File: src/rtl/reset_seq_pkg.sv
// Shared types and width helpers for the staggered reset sequencer.
package reset_seq_pkg;

    typedef enum logic [2:0] {
        WAIT_LOCK = 3'd0,
        FILTER    = 3'd1,
        RELEASE   = 3'd2,
        RUN       = 3'd3,
        SW_HOLD   = 3'd4
    } state_e;

    localparam int DEF_NUM_CH      = 4;
    localparam int DEF_LOCK_FILTER = 16;
    localparam int DEF_STAGE_DELAY = 8;
    localparam int DEF_HOLD_CYCLES = 4;

    function automatic int clog2(input int value);
        int r;
        int v;
        r = 0;
        v = value - 1;
        while (v > 0) begin
            r = r + 1;
            v = v >> 1;
        end
        return r;
    endfunction

    // Counter must hold the largest terminal value, including HOLD_CYCLES itself.
    function automatic int cnt_width(input int a, input int b, input int c);
        int m;
        m = a;
        if (b > m) m = b;
        if (c > m) m = c;
        return clog2(m + 1);
    endfunction

endpackage

File: src/rtl/sync_2ff.sv
// Two-flop synchroniser with asynchronous active-low clear.
module sync_2ff (
    input  logic clk,
    input  logic rst_n,
    input  logic d_i,
    output logic q_o
);

    logic meta_q;
    logic sync_q;

    always_ff @(posedge clk or negedge rst_n) begin
        if (!rst_n) begin
            meta_q <= 1'b0;
            sync_q <= 1'b0;
        end else begin
            meta_q <= d_i;
            sync_q <= meta_q;
        end
    end

    assign q_o = sync_q;

endmodule

File: src/rtl/reset_sequencer.sv
// Filters PLL lock and releases NUM_CH active-low reset domains in index order;
// re-asserts all of them on lock loss or a software reset request.
module reset_sequencer
    import reset_seq_pkg::*;
#(
    parameter int NUM_CH      = DEF_NUM_CH,
    parameter int LOCK_FILTER = DEF_LOCK_FILTER,
    parameter int STAGE_DELAY = DEF_STAGE_DELAY,
    parameter int HOLD_CYCLES = DEF_HOLD_CYCLES
) (
    input  logic              clk,
    input  logic              res_n,
    input  logic              pll_locked,
    input  logic              sw_rst_req,
    input  logic              lost_clr,
    output logic [NUM_CH-1:0] ch_res_n,
    output logic              seq_done,
    output logic              lock_lost,
    output state_e            dbg_state
);

    localparam int CW = cnt_width(LOCK_FILTER, STAGE_DELAY, HOLD_CYCLES);
    localparam int IW = clog2(NUM_CH + 1);

    localparam logic [CW-1:0]     LF_LAST  = CW'(LOCK_FILTER - 1);
    localparam logic [CW-1:0]     SD_LAST  = CW'(STAGE_DELAY - 1);
    localparam logic [CW-1:0]     HOLD_END = CW'(HOLD_CYCLES);
    localparam logic [CW-1:0]     CNT_ONE  = CW'(1);
    localparam logic [IW-1:0]     IDX_ONE  = IW'(1);
    localparam logic [IW-1:0]     IDX_LAST = IW'(NUM_CH - 1);
    localparam logic [NUM_CH-1:0] CH_FIRST = NUM_CH'(1);

    logic lk;

    state_e            state_q, state_d;
    logic [CW-1:0]     cnt_q, cnt_d;
    logic [IW-1:0]     idx_q, idx_d;
    logic [NUM_CH-1:0] ch_q, ch_d;
    logic              done_q, done_d;
    logic              lost_q, lost_d;
    logic              lose;

    sync_2ff u_lock_sync (
        .clk   (clk),
        .rst_n (res_n),
        .d_i   (pll_locked),
        .q_o   (lk)
    );

    always_ff @(posedge clk or negedge res_n) begin
        if (!res_n) begin
            state_q <= WAIT_LOCK;
            cnt_q   <= '0;
            idx_q   <= '0;
            ch_q    <= '0;
            done_q  <= 1'b0;
            lost_q  <= 1'b0;
        end else begin
            state_q <= state_d;
            cnt_q   <= cnt_d;
            idx_q   <= idx_d;
            ch_q    <= ch_d;
            done_q  <= done_d;
            lost_q  <= lost_d;
        end
    end

    // Lock loss only counts once release has begun; losing it while filtering just restarts.
    assign lose = !lk && (state_q == RELEASE || state_q == RUN || state_q == SW_HOLD);

    always_comb begin
        state_d = state_q;
        cnt_d   = cnt_q;
        idx_d   = idx_q;
        ch_d    = ch_q;
        done_d  = done_q;
        lost_d  = lost_q;

        if (lost_clr) lost_d = 1'b0;

        if (lose) begin
            state_d = WAIT_LOCK;
            cnt_d   = '0;
            idx_d   = '0;
            ch_d    = '0;
            done_d  = 1'b0;
            lost_d  = 1'b1;
        end else begin
            unique case (state_q)
                WAIT_LOCK: begin
                    cnt_d  = '0;
                    idx_d  = '0;
                    ch_d   = '0;
                    done_d = 1'b0;
                    if (lk) state_d = FILTER;
                end
                FILTER: begin
                    if (!lk) begin
                        state_d = WAIT_LOCK;
                        cnt_d   = '0;
                    end else if (cnt_q == LF_LAST) begin
                        ch_d  = CH_FIRST;
                        idx_d = IDX_ONE;
                        cnt_d = '0;
                        if (NUM_CH == 1) begin
                            state_d = RUN;
                            done_d  = 1'b1;
                        end else begin
                            state_d = RELEASE;
                        end
                    end else begin
                        cnt_d = cnt_q + CNT_ONE;
                    end
                end
                RELEASE: begin
                    if (cnt_q == SD_LAST) begin
                        ch_d  = ch_q | (CH_FIRST << idx_q);
                        idx_d = idx_q + IDX_ONE;
                        cnt_d = '0;
                        if (idx_q == IDX_LAST) begin
                            state_d = RUN;
                            done_d  = 1'b1;
                        end
                    end else begin
                        cnt_d = cnt_q + CNT_ONE;
                    end
                end
                RUN: begin
                    if (sw_rst_req) begin
                        state_d = SW_HOLD;
                        cnt_d   = '0;
                        idx_d   = '0;
                        ch_d    = '0;
                        done_d  = 1'b0;
                    end
                end
                SW_HOLD: begin
                    // Lock is still good here, so the filter is skipped on the way back.
                    if (cnt_q == HOLD_END) begin
                        ch_d  = CH_FIRST;
                        idx_d = IDX_ONE;
                        cnt_d = '0;
                        if (NUM_CH == 1) begin
                            state_d = RUN;
                            done_d  = 1'b1;
                        end else begin
                            state_d = RELEASE;
                        end
                    end else begin
                        cnt_d = cnt_q + CNT_ONE;
                    end
                end
                default: begin
                    state_d = WAIT_LOCK;
                    cnt_d   = '0;
                    idx_d   = '0;
                    ch_d    = '0;
                    done_d  = 1'b0;
                end
            endcase
        end
    end

    assign ch_res_n  = ch_q;
    assign seq_done  = done_q;
    assign lock_lost = lost_q;
    assign dbg_state = state_q;

endmodule

File: config.mk
export PLATFORM = sky130hd
export DESIGN_NAME = reset_sequencer
export DESIGN_NICKNAME = d
export VERILOG_FILES = /design/src/rtl/reset_seq_pkg.sv /design/src/rtl/sync_2ff.sv /design/src/rtl/reset_sequencer.sv
export SDC_FILE = /design/constraint.sdc
export NUM_CORES = 1
export LEC_CHECK = 0
export BUFFER_PORTS_ARGS = -buffer_cell sky130_fd_sc_hd__buf_2
export CELL_PAD_IN_SITES_DETAIL_PLACEMENT = 1
export CELL_PAD_IN_SITES_GLOBAL_PLACEMENT = 1
export CORE_ASPECT_RATIO = 1.4
export CORE_MARGIN = 4
export CORE_UTILIZATION = 40
export DETAILED_ROUTE_END_ITERATION = 8
export PLACE_DENSITY_LB_ADDON = 0.1
export SYNTH_ARGS = -nofsm -noshare
export SYNTH_HDL_FRONTEND = slang
export SYNTH_HIERARCHICAL = 1
export SYNTH_SLANG_ARGS = --single-unit
File: constraint.sdc
create_clock -name clk -period 2.26 [get_ports clk]
set_clock_uncertainty 0.15 [all_clocks]
set_input_delay 0.339 -clock clk [delete_from_list [all_inputs] [get_ports clk]]
set_output_delay 0.339 -clock clk [all_outputs]
set_load 0.01 [all_outputs]
# == After elaboration in Yosys (flattened, before gate mapping) ==
# Index checks and enable logic that the tools add are counted.
# totals
inputBits,5
reg_bits,19
wordCells,76
# classes
n_addsub,2
n_reduce_logical,10
n_bitwise,1
n_eq_ne,17
shift,1
mux,37
# op_table
cell,count
2-to-1 mux 3 bit,14
2-to-1 mux 5 bit,6
2-to-1 mux 4 bit,6
case mux 5 bit (4 select lines),1
case mux 4 bit (4 select lines),1
"inequality test 3 x 2 -> 1 bit, second input constant",5
case mux 3 bit (5 select lines),1
case mux 3 bit (4 select lines),1
"== test 5 x 3 -> 1 bit, second input constant",2
"== test 3 x 2 -> 1 bit, second input constant",3
2-to-1 mux 1 bit,6
"inequality test 3 bit, second input constant",2
AND reduction 6 bit,1
"adder 5 x 1 -> 5 bit, second input constant",1
"== test 5 x 4 -> 1 bit, second input constant",1
AND reduction 5 bit,1
"inequality test 4 bit, second input constant",1
OR 4 bit,1
AND reduction 4 bit,1
"left shift 1 x 3 -> 4 bit, first input constant",1
"adder 3 x 1 -> 3 bit, second input constant",1
"== test 3 x 1 -> 1 bit, second input constant",1
"== test 3 bit, second input constant",1
logical NOT 3 bit,1
other kinds (7),8

# == Depth between registers and ports, before layout ==
# Gate-level depths: netlist (run 1).
# logic_depth
ltp_word,6
ltp_mapped,8

# == Modules after synthesis ==
# Netlist (run 1), hierarchy kept.
# modules_own_cells
module,instances,cells_each,seq_area_each_um2,area_per_inst_um2
reset_sequencer,1,124,425.4,1181.1
sync_2ff,1,2,50.0,50.0

# == Worst setup path before layout (run 1) ==
# No wires, ideal clock.
# synth_timing
kind,register -> register
start,register cnt_q[0]
end,register cnt_q[3]
stages_incl_launch_ff,8
period_less_slack_ns,2.124
n_path_buf,0
t_arrival_ns,1.907
path_slack_ns,0.136
path_cell_list,dfrtp_1 > ha_1 > nand3_1 > inv_1 > ha_1 > or4_1 > a2111oi_2 > a221o_1
# synth_via
elab_chain_len,5
word_cells_on_any_way,10
# synth_rtl
element,line,rtl
start: declaration,reset_sequencer.sv:36,"logic [CW-1:0] cnt_q, cnt_d;"
start signal: assignment,reset_sequencer.sv:60,cnt_q <= cnt_d;
adder 5 x 1 -> 5 bit / == test 5 x 4 -> 1 bit (equally long branches),-,
2-to-1 mux 5 bit,reset_sequencer.sv:101,end else if (cnt_q == LF_LAST) begin
2-to-1 mux 5 bit,reset_sequencer.sv:98,if (!lk) begin
case mux 5 bit (4 select lines) *,reset_sequencer.sv:89,unique case (state_q)
2-to-1 mux 5 bit *,reset_sequencer.sv:81,if (lose) begin
# Every way passes the cells marked *; elsewhere a longest branch is shown, timed or not.
# A chain may end at the register's enable or synchronous reset.

# == Worst setup path in the final report (run 1) ==
# layout_timing
start,register cnt_q[1]
end,register cnt_q[3]
# Same word-level chain as after synthesis.

==> results.toml, run 1 <==
[status]
status = "finished, final reports clean"

[layout]
final_common_cell = "dfrtp_1"
final_nets = 158
area_growth_pct = 14.9
layout.cells.non_filler = 180
final_layout_size_suffix_gt1_frac = 0.210
layout_common_cells = "dfrtp_1, inv_1, buf_2"
antenna_cells = 0
n_fill_cell = 339

[cts]
clk_latency_ns = 0.25
clock-root-buffer = "clkbuf_8"
path_clk_slew_ns = 0.07
cts_tree = "built"
cts_buffers = 3
htree_levels = 1
cts_buffer_depth = 2
cts_sinks = 19

[timing]
fin_crit_ns = 2.16
hold_ws_ns = 0.0386
relSlewSlack = 0.609
fin_crit_sh = 0.957
rsz0062_at_grt = "false"
worst_slew_pin_slew_ns = 0.586
slew_viol_final = 0
fmax_ghz = 0.462
finalHoldViolations = 0
setup_viol = 0

[global_routing]
antenna_found_initial = 0
grt_pass1_wl_mm = 5.24
grtUsageTotal = 0.180
grt_max_degree = 21
first_global_vias = 1095
grt-ovfl-total = 0

[critical_path]
crit_arrival_ns = 2.21
crit_type = "reg -> reg"
cp-start-kind = "flop"
cp_slowest_cell = "or4_4"
r2r_start = "cnt_q[1]"
crit_chain = "ha_2 > nand3_2 > inv_1 > ha_1 > or4_4 > a2111oi_4 > a221o_1"
r2r_slack_ns = 0.1
cp_max_fo = 4
r2r_end = "cnt_q[3]"
worstPathRequired_ns = 2.31
ff2ff_path_depth = 7
end_kind = "flop"
max_stage_delay_ns = 0.46

[detailed_routing]
vias = 1044
wl_met1_mm = 1.14
top_layer_used = "met4"
drtIter0Drc = 25
post_drt_wl_per_cell_um = 17.1
ant_nets = 0
route.met3.wl_um = 122
vias_per_cell = 5.80
met2_length_mm = 1.76
route.detailed.drc = 0
drtPass1Iterations = 4
wl_mm = 3.08

[placed_design]
dp_hpwl_mm = 2.34
portBuffers = 13
placed_cells = 174
gp_congestion = 0.848

[floorplanning]
die_h_um = 73.6
coreArea_um2 = 2910
pin_count = 14
dieArea_um2 = 4040
initial_utilization = 0.424
rows = 23
dieWidth_um = 54.9

[yosys]
synth_fa_ha_area_frac = 0.0915
synth_area_leaders = "dfrtp_1, ha_1, inv_1"
yosysSeqAreaShare = 0.386
synth-xor-area-share = 0.00711
synthArstFlopShare = 1.00
ys_ff_latch = 19
synthCells = 126
yosysWarnings = 6
avgSynthCellArea_um2 = 9.77
synth_top_family_by_area = "simple AND/OR/NAND/NOR gates"
synth_top_area_share = 0.386
yosys-mux-area-fraction = 0.0173
synth.largest_area_cell = "dfrtp_1"
synth-simple-area-share = 0.223
synth_edf_count = 0
synth-compound-area-share = 0.203
synth_flop_cell = "dfrtp_1"
ys_types = 46
syn_nets = 140
synthesis.area_um2 = 1230

[power]
switchingPower_w = 0.000214
clkPwrFrac = 0.320
power_frac_comb = 0.170
power_density_nw_per_um2 = 531
swShare = 0.286
leakagePower_nw = 0.635
power.internal_w = 0.000537
seq_power_share = 0.510
vdd_drop_max_v = 0.000392

[worst_hold_path]
hp-start = "pll_locked"
whs_endpoint = "u_lock_sync/meta_q"
min_path_type = "in -> reg"
holdPathStages = 1

[run]
drv_cap = 0
-- cell usage after synthesis (2+ instances only) --
cell type	count
dfrtp_1	19
inv_1	13
ha_1	9
a21oi_1	7
nor2_1	7
nor2b_1	6
o21ai_0	6
nand3_1	5
nand2_1	4
a31oi_1	3
nand4bb_1	3
nor3b_1	3
a221oi_1	2
buf_2	2
buf_6	2
nand3b_1	2
o211ai_1	2
o21a_1	2
o22a_1	2
-- worst max-delay path by stage --
stage | start | end | slack, ns | depth (start not counted)
finish | cnt_q[1] | cnt_q[3] | 0.1 | 7
global route | cnt_q[1] | cnt_q[3] | 0.002 | 7
CTS | cnt_q[1] | cnt_q[3] | 0.01 | 7
detailed placement | cnt_q[1] | cnt_q[3] | -0.04 | 7
global placement | cnt_q[1] | cnt_q[3] | 0.07 | 7
floorplan | cnt_q[0] | cnt_q[3] | 0.14 | 7
-- logic make-up (layout without fill, tap and decap cells) --
logic type | after synthesis | in the layout
compound gates | 35 | 35
xor+xnor | 1 | 1
fa+ha+maj | 9 | 9
buf+inv | 18 | 35
flops | 19 | 19
mux | 2 | 2
simple gates | 42 | 42
-- critical path: cells and delay by family, from the launching register on --
family | cells | cell delay, ns
flops | 1 | 0.42
simple gates | 2 | 0.55
fa+ha+maj | 2 | 0.42
buf+inv | 1 | 0.04
compound gates | 2 | 0.51
-- power groups by stage --
stage	registers [W]	clock network (W)	logic, W
6_report	0.000383	0.000240	0.000127
5_1_grt	0.000388	0.000277	0.000145
4_1_cts	0.000384	0.000243	0.000130
3_5_place_dp	0.000391	0	0.000123
3_3_place_gp	0.000388	0	0.000121
2_1_floorplan	0.000382	0	0.0000858
-- state kept, by name, indices dropped and copies added (netlist names) --
register / flops
u_lock_sync/meta_q: 1
ch_res_n: 4
idx_q: 3
u_lock_sync/q_o: 1
seq_done: 1
cnt_q: 5
dbg_state: 3
lock_lost: 1
-- final cells by class --
cell class / instances / area, um2 / share of cell area
sequential: 19 / 475 / 0.336
clock buffer: 4 / 45.0 / 0.0318
inverter: 13 / 48.8 / 0.0345
tap: 37 / 46.3 / 0.0327
multi-input combinational: 89 / 694 / 0.491
timing repair buffer: 18 / 105 / 0.0743
-- metal layers --
metal  global-route usage  up-vias
met1                0.193      520
met2                0.328       24
met4               0.0784        0
li1                     -      494
met5                    0        -
met3               0.0304        6
-- timing repair --
action | CTS | global route
resized for setup | 3 | 2
pin swaps | 0 | 3
hold endpoints to repair | 19 | 0
hold buffers | 1 | 0
buffers inserted | 0 | 1
setup endpoints to repair | 1 | 7
cloned | 0 | 0
-- metrics by stage --
stage / utilization / total power (W) / setup TNS, ns / instance area (um2) / worst slack [ns]
6_report: 0.487 / 0.000751 / 0 / 1420 / 0.0966
5_1_grt: 0.487 / 0.000810 / 0 / 1420 / 0.00246
4_1_cts: 0.482 / 0.000756 / 0 / 1400 / 0.0109
3_5_place_dp: 0.456 / 0.000514 / -0.0363 / 1330 / -0.0363
3_3_place_gp: 0.456 / 0.000509 / 0 / 1330 / 0.0672
2_1_floorplan: - / 0.000468 / 0 / 1230 / 0.136
(Power assumes the default switching activity.)
==> inputs of run 2 (changes only) <==
--- a/config.mk
+++ b/config.mk
@@ -13,6 +13,7 @@
 export CORE_UTILIZATION = 40
 export DETAILED_ROUTE_END_ITERATION = 8
 export PLACE_DENSITY_LB_ADDON = 0.1
+export SETUP_SLACK_MARGIN = 0.2
 export SYNTH_ARGS = -nofsm -noshare
 export SYNTH_HDL_FRONTEND = slang
 export SYNTH_HIERARCHICAL = 1
==> results.toml, run 2 (same netlist as run 1, synthesis figures left out) <==
[cts]
clk_latency_ns = 0.26
cts_buffers = 3
htree_levels = 1
clock-root-buffer = "clkbuf_8"
cts_tree = "built"
cts_buffer_depth = 2
path_clk_slew_ns = 0.08
cts_sinks = 19

[critical_path]
path_buf_inv = 1
r2r_start = "cnt_q[1]"
crit_type = "reg -> reg"
r2r_end = "cnt_q[3]"
worstPathRequired_ns = 2.31
crit_chain = "ha_2 > nand3_2 > inv_2 > ha_4 > or4_4 > a2111oi_4 > a221o_1"
cp-start-kind = "flop"
end_kind = "flop"
cp_slowest_cell = "or4_4"
ff2ff_path_depth = 7
r2r_slack_ns = 0.21
worst_path_dominant_cell_family = "simple AND/OR/NAND/NOR gates"
crit_arrival_ns = 2.10
cp_max_fo = 4
max_stage_delay_ns = 0.47

[detailed_routing]
route.detailed.drc = 0
ant_nets = 0
drtIter0Drc = 15
drtPass1Iterations = 4
vias = 1082
vias_per_cell = 5.72
wl_mm = 3.45
post_drt_wl_per_cell_um = 18.2

[timing]
fmax_ghz = 0.488
worst_slew_pin_slew_ns = 0.458
fin_crit_sh = 0.906
relSlewSlack = 0.695
setup_ws_ns = 0.213
finalHoldViolations = 0
slew_viol_final = 0
hold_ws_ns = 0.0357
setup_viol = 0
rsz0062_at_grt = "true"
fin_crit_ns = 2.05

[layout]
area_growth_pct = 24.9
final_layout_size_suffix_gt1_frac = 0.336
layout.cells.non_filler = 189
top_register = "cnt_q"
layout_common_cells = "dfrtp_1, buf_2, buf_4"
antenna_cells = 0
regArea_um2 = 480
multiInputGateArea_um2 = 744
largest_register_ffs = 5
final_common_cell = "dfrtp_1"
final_cell_area_um2 = 1540
n_fill_cell = 333
final_nets = 167

[global_routing]
grt-ovfl-total = 0
grtUsageMet1 = 0.188
grtUsageTotal = 0.187
grt_util_met3 = 0.0264
grt_max_degree = 21
first_global_vias = 1173
grt_pass1_wl_mm = 5.50
antenna_found_initial = 0
use_met2 = 0.357
top_usage_layer = "met2"

[power]
vdd_drop_max_v = 0.000320
leakagePower_nw = 0.682
p_total_w = 0.000778
power_density_nw_per_um2 = 506

[run]
drv_cap = 0

[placed_design]
dp_hpwl_mm = 2.40
place_area_um2 = 1340
preCtsSetupSlack_ns = -0.00434
placed_cells = 175
portBuffers = 13
gp_congestion = 0.815

[floorplanning]
die_h_um = 73.6
initial_utilization = 0.424
coreArea_um2 = 2910
rows = 23
dieArea_um2 = 4040
pin_count = 14
dieWidth_um = 54.9

[worst_hold_path]
hp-start = "pll_locked"
min_path_type = "in -> reg"
whs_endpoint = "u_lock_sync/meta_q"
holdPathStages = 1

[status]
status = "finished, final reports clean"
-- run 2: layout make-up --
cell class | instances | share of cell area
Clock buffer | 4 | 0.0293
Inverter | 13 | 0.0317
Sequential cell | 19 | 0.312
Timing Repair Buffer | 27 | 0.112
Tap cell | 37 | 0.0301
Multi-Input combinational cell | 89 | 0.484
-- run 2: through the flow --
stage	utilization	TNS [ns]
floorplan	-	0
global placement	0.461	0
detailed placement	0.461	-0.00434
CTS	0.502	0
global route	0.529	0
finish	0.529	0
-- run 2: per-layer routing --
metal | vias up | wire length [um]
met4 | 0 | 82
met5 | - | 0
met2 | 14 | 2070
li1 | 511 | -
met3 | 8 | 58
met1 | 549 | 1240
-- run 2: worst max path at each step --
stage             start     endpoint  slack (ns)  cells past startpoint
3_3_place_gp   cnt_q[1]     cnt_q[3]        0.14                      7
2_1_floorplan  cnt_q[1]     cnt_q[3]        0.20                      7
5_1_grt        cnt_q[1]  ch_res_n[2]        0.14                      6
3_5_place_dp   cnt_q[1]  ch_res_n[1]      -0.004                      8
6_report       cnt_q[1]     cnt_q[3]        0.21                      7
4_1_cts        cnt_q[1]     cnt_q[3]        0.19                      7
-- run 2: repair_timing --
item	in CTS	in global routing
hold endpoints to repair	19	0
resized for setup	6	11
pin swaps	3	1
hold buffers	1	0
setup endpoints to repair	10	9
buffers inserted	4	5
-- run 2: power by group --
part | total, W | switching, W | internal (W) | leakage (nW)
clock network | 0.000243 | 0.000117 | 0.000126 | 0.0228
logic | 0.000152 | 0.0000818 | 0.0000701 | 0.410
registers | 0.000384 | 0.0000262 | 0.000357 | 0.249
total | 0.000778 | 0.000225 | 0.000553 | 0.682
-- run 2: worst register-to-register path, stage by stage, from the launching register on --
cell and delay, ns:
dfrtp_1 0.42, ha_2 0.21, nand3_2 0.09, inv_2 0.05, ha_4 0.16, or4_4 0.47
a2111oi_4 0.30, a221o_1 0.15
==> inputs of run 3 (changes only) <==
--- a/config.mk
+++ b/config.mk
@@ -7,10 +7,10 @@
 export LEC_CHECK = 0
 export BUFFER_PORTS_ARGS = -buffer_cell sky130_fd_sc_hd__buf_2
 export CELL_PAD_IN_SITES_DETAIL_PLACEMENT = 1
-export CELL_PAD_IN_SITES_GLOBAL_PLACEMENT = 1
+export CELL_PAD_IN_SITES_GLOBAL_PLACEMENT = 2
 export CORE_ASPECT_RATIO = 1.4
 export CORE_MARGIN = 4
-export CORE_UTILIZATION = 40
+export CORE_UTILIZATION = 39
 export DETAILED_ROUTE_END_ITERATION = 8
 export PLACE_DENSITY_LB_ADDON = 0.1
 export SETUP_SLACK_MARGIN = 0.2
==> constraint.sdc (replaced) <==
create_clock -name clk -period 2.4 [get_ports clk]
set_clock_uncertainty 0.15 [all_clocks]
set_input_delay 0.36 -clock clk [delete_from_list [all_inputs] [get_ports clk]]
set_output_delay 0.36 -clock clk [all_outputs]
set_load 0.01 [all_outputs]
==> results.toml, run 3 (same netlist as run 1, synthesis figures left out) <==
[global_routing]
antenna_found_initial = 0
grt-ovfl-total = 0
grt_max_degree = 21
grt_pass1_wl_mm = 5.44
grtUsageTotal = 0.169
first_global_vias = 1149

[critical_path]
crit_chain = "ha_4 > nand3_1 > inv_1 > ha_2 > or4_4 > a2111oi_4 > a221o_1"
crit_start = "cnt_q[1]"
cp_max_fo = 4
worstPathRequired_ns = 2.44
critPathCapture = "cnt_q[3]"
crit_type = "reg -> reg"
end_kind = "flop"
ff2ff_path_depth = 7
r2r_start = "cnt_q[1]"
r2r_end = "cnt_q[3]"
cp_slowest_cell = "or4_4"
max_stage_delay_ns = 0.46
crit_arrival_ns = 2.14
cp-start-kind = "flop"
r2r_slack_ns = 0.30

[detailed_routing]
vias = 1037
ant_nets = 0
vias_per_cell = 5.73
route.detailed.drc = 0
drtIter0Drc = 5
drtPass1Iterations = 4
wl_mm = 3.14
post_drt_wl_per_cell_um = 17.4

[power]
leakagePower_nw = 0.645
p_total_w = 0.000720
power_density_nw_per_um2 = 492
vdd_drop_max_v = 0.000310

[layout]
finalCoreUtilization = 0.499
final_layout_size_suffix_gt1_frac = 0.257
layout_common_cells = "dfrtp_1, inv_1, buf_2"
regArea_um2 = 475
top_register = "cnt_q"
area_growth_pct = 18.9
antenna_cells = 0
final_common_cell = "dfrtp_1"
multiInputGateArea_um2 = 736
final_nets = 159
n_fill_cell = 354
largest_register_ffs = 5

[timing]
setup_tns_ns = 0
slew_viol_final = 0
fin_crit_sh = 0.873
worst_slew_pin_slew_ns = 0.567
finalHoldViolations = 0
setup_viol = 0
relSlewSlack = 0.622
rsz0062_at_grt = "true"
fmax_ghz = 0.477
fin_crit_ns = 2.10

[placed_design]
gp_congestion = 0.793
portBuffers = 13
dp_hpwl_mm = 2.36

[floorplanning]
rows = 23
initial_utilization = 0.419
dieWidth_um = 55.5
pin_count = 14
dieArea_um2 = 4130
coreArea_um2 = 2940
die_h_um = 74.5

[cts]
cts_buffer_depth = 2
clk_latency_ns = 0.25
clock-root-buffer = "clkbuf_8"
htree_levels = 1
cts_buffers = 3
cts_tree = "built"
path_clk_slew_ns = 0.07
cts_sinks = 19

[worst_hold_path]
holdPathStages = 1
min_path_type = "in -> reg"

[status]
status = "finished, final reports clean"

[run]
drv_cap = 0
run 3: power by group:
| group | total [W] | switching (W) | internal [W] |
|---|---|---|---|
| registers | 0.000362 | 0.0000257 | 0.000336 |
| clock network | 0.000223 | 0.000105 | 0.000118 |
| logic | 0.000135 | 0.0000756 | 0.0000597 |
run 3: routing by layer:
| layer | GRT usage | vias up | wire (um) |
|---|---|---|---|
| met5 | 0 | - | 0 |
| met3 | 0.0226 | 8 | 51 |
| met1 | 0.168 | 524 | 1180 |
| li1 | - | 494 | - |
| met2 | 0.347 | 11 | 1840 |
| met4 | 0.0703 | 0 | 69 |
run 3: worst max-delay path, delay by kind of cell (launching register included):
kind / cells / cell delay, ns
DFF: 1 / 0.43
and+or+nand+nor: 2 / 0.56
adders and majority gates: 2 / 0.38
buffers and inverters: 1 / 0.06
AOI/OAI and AO/OA: 2 / 0.45
run 3: worst min-delay path by stage:
stage | startpoint | to | slack (ns)
2_1_floorplan | res_n | ch_res_n[0] | -0.09
3_3_place_gp | res_n | ch_res_n[1] | 0.17
3_5_place_dp | res_n | ch_res_n[1] | 0.19
4_1_cts | pll_locked | u_lock_sync/meta_q | 0.05
5_1_grt | pll_locked | u_lock_sync/meta_q | 0.05
6_report | pll_locked | u_lock_sync/meta_q | 0.06
run 3: layout make-up:
cell class	instances	share of cell area
repair buffers	19	0.0769
multi-input cells	89	0.503
flip-flops and latches	19	0.325
inverters	13	0.0333
clock buffers	4	0.0308
well taps	37	0.0316
run 3: timing repair:
| action | 4_1_cts | 5_1_grt |
|---|---|---|
| hold buffers | 1 | 0 |
| pin swaps | 0 | 2 |
| setup buffers | 0 | 2 |
| setup endpoints to repair | 6 | 8 |
| resized for setup | 2 | 10 |
| hold endpoints to repair | 19 | 0 |
run 3: through the flow:
stage | instance area, um2 | setup WS, ns | cells | hold WS (ns)
2_1_floorplan | 1230 | 0.276 | 126 | -0.0856
3_3_place_gp | 1330 | 0.201 | 174 | 0.174
3_5_place_dp | 1330 | 0.112 | 174 | 0.186
4_1_cts | 1390 | 0.149 | 179 | 0.0509
5_1_grt | 1460 | 0.192 | 181 | 0.0509
6_report | 1460 | 0.304 | 181 | 0.0588
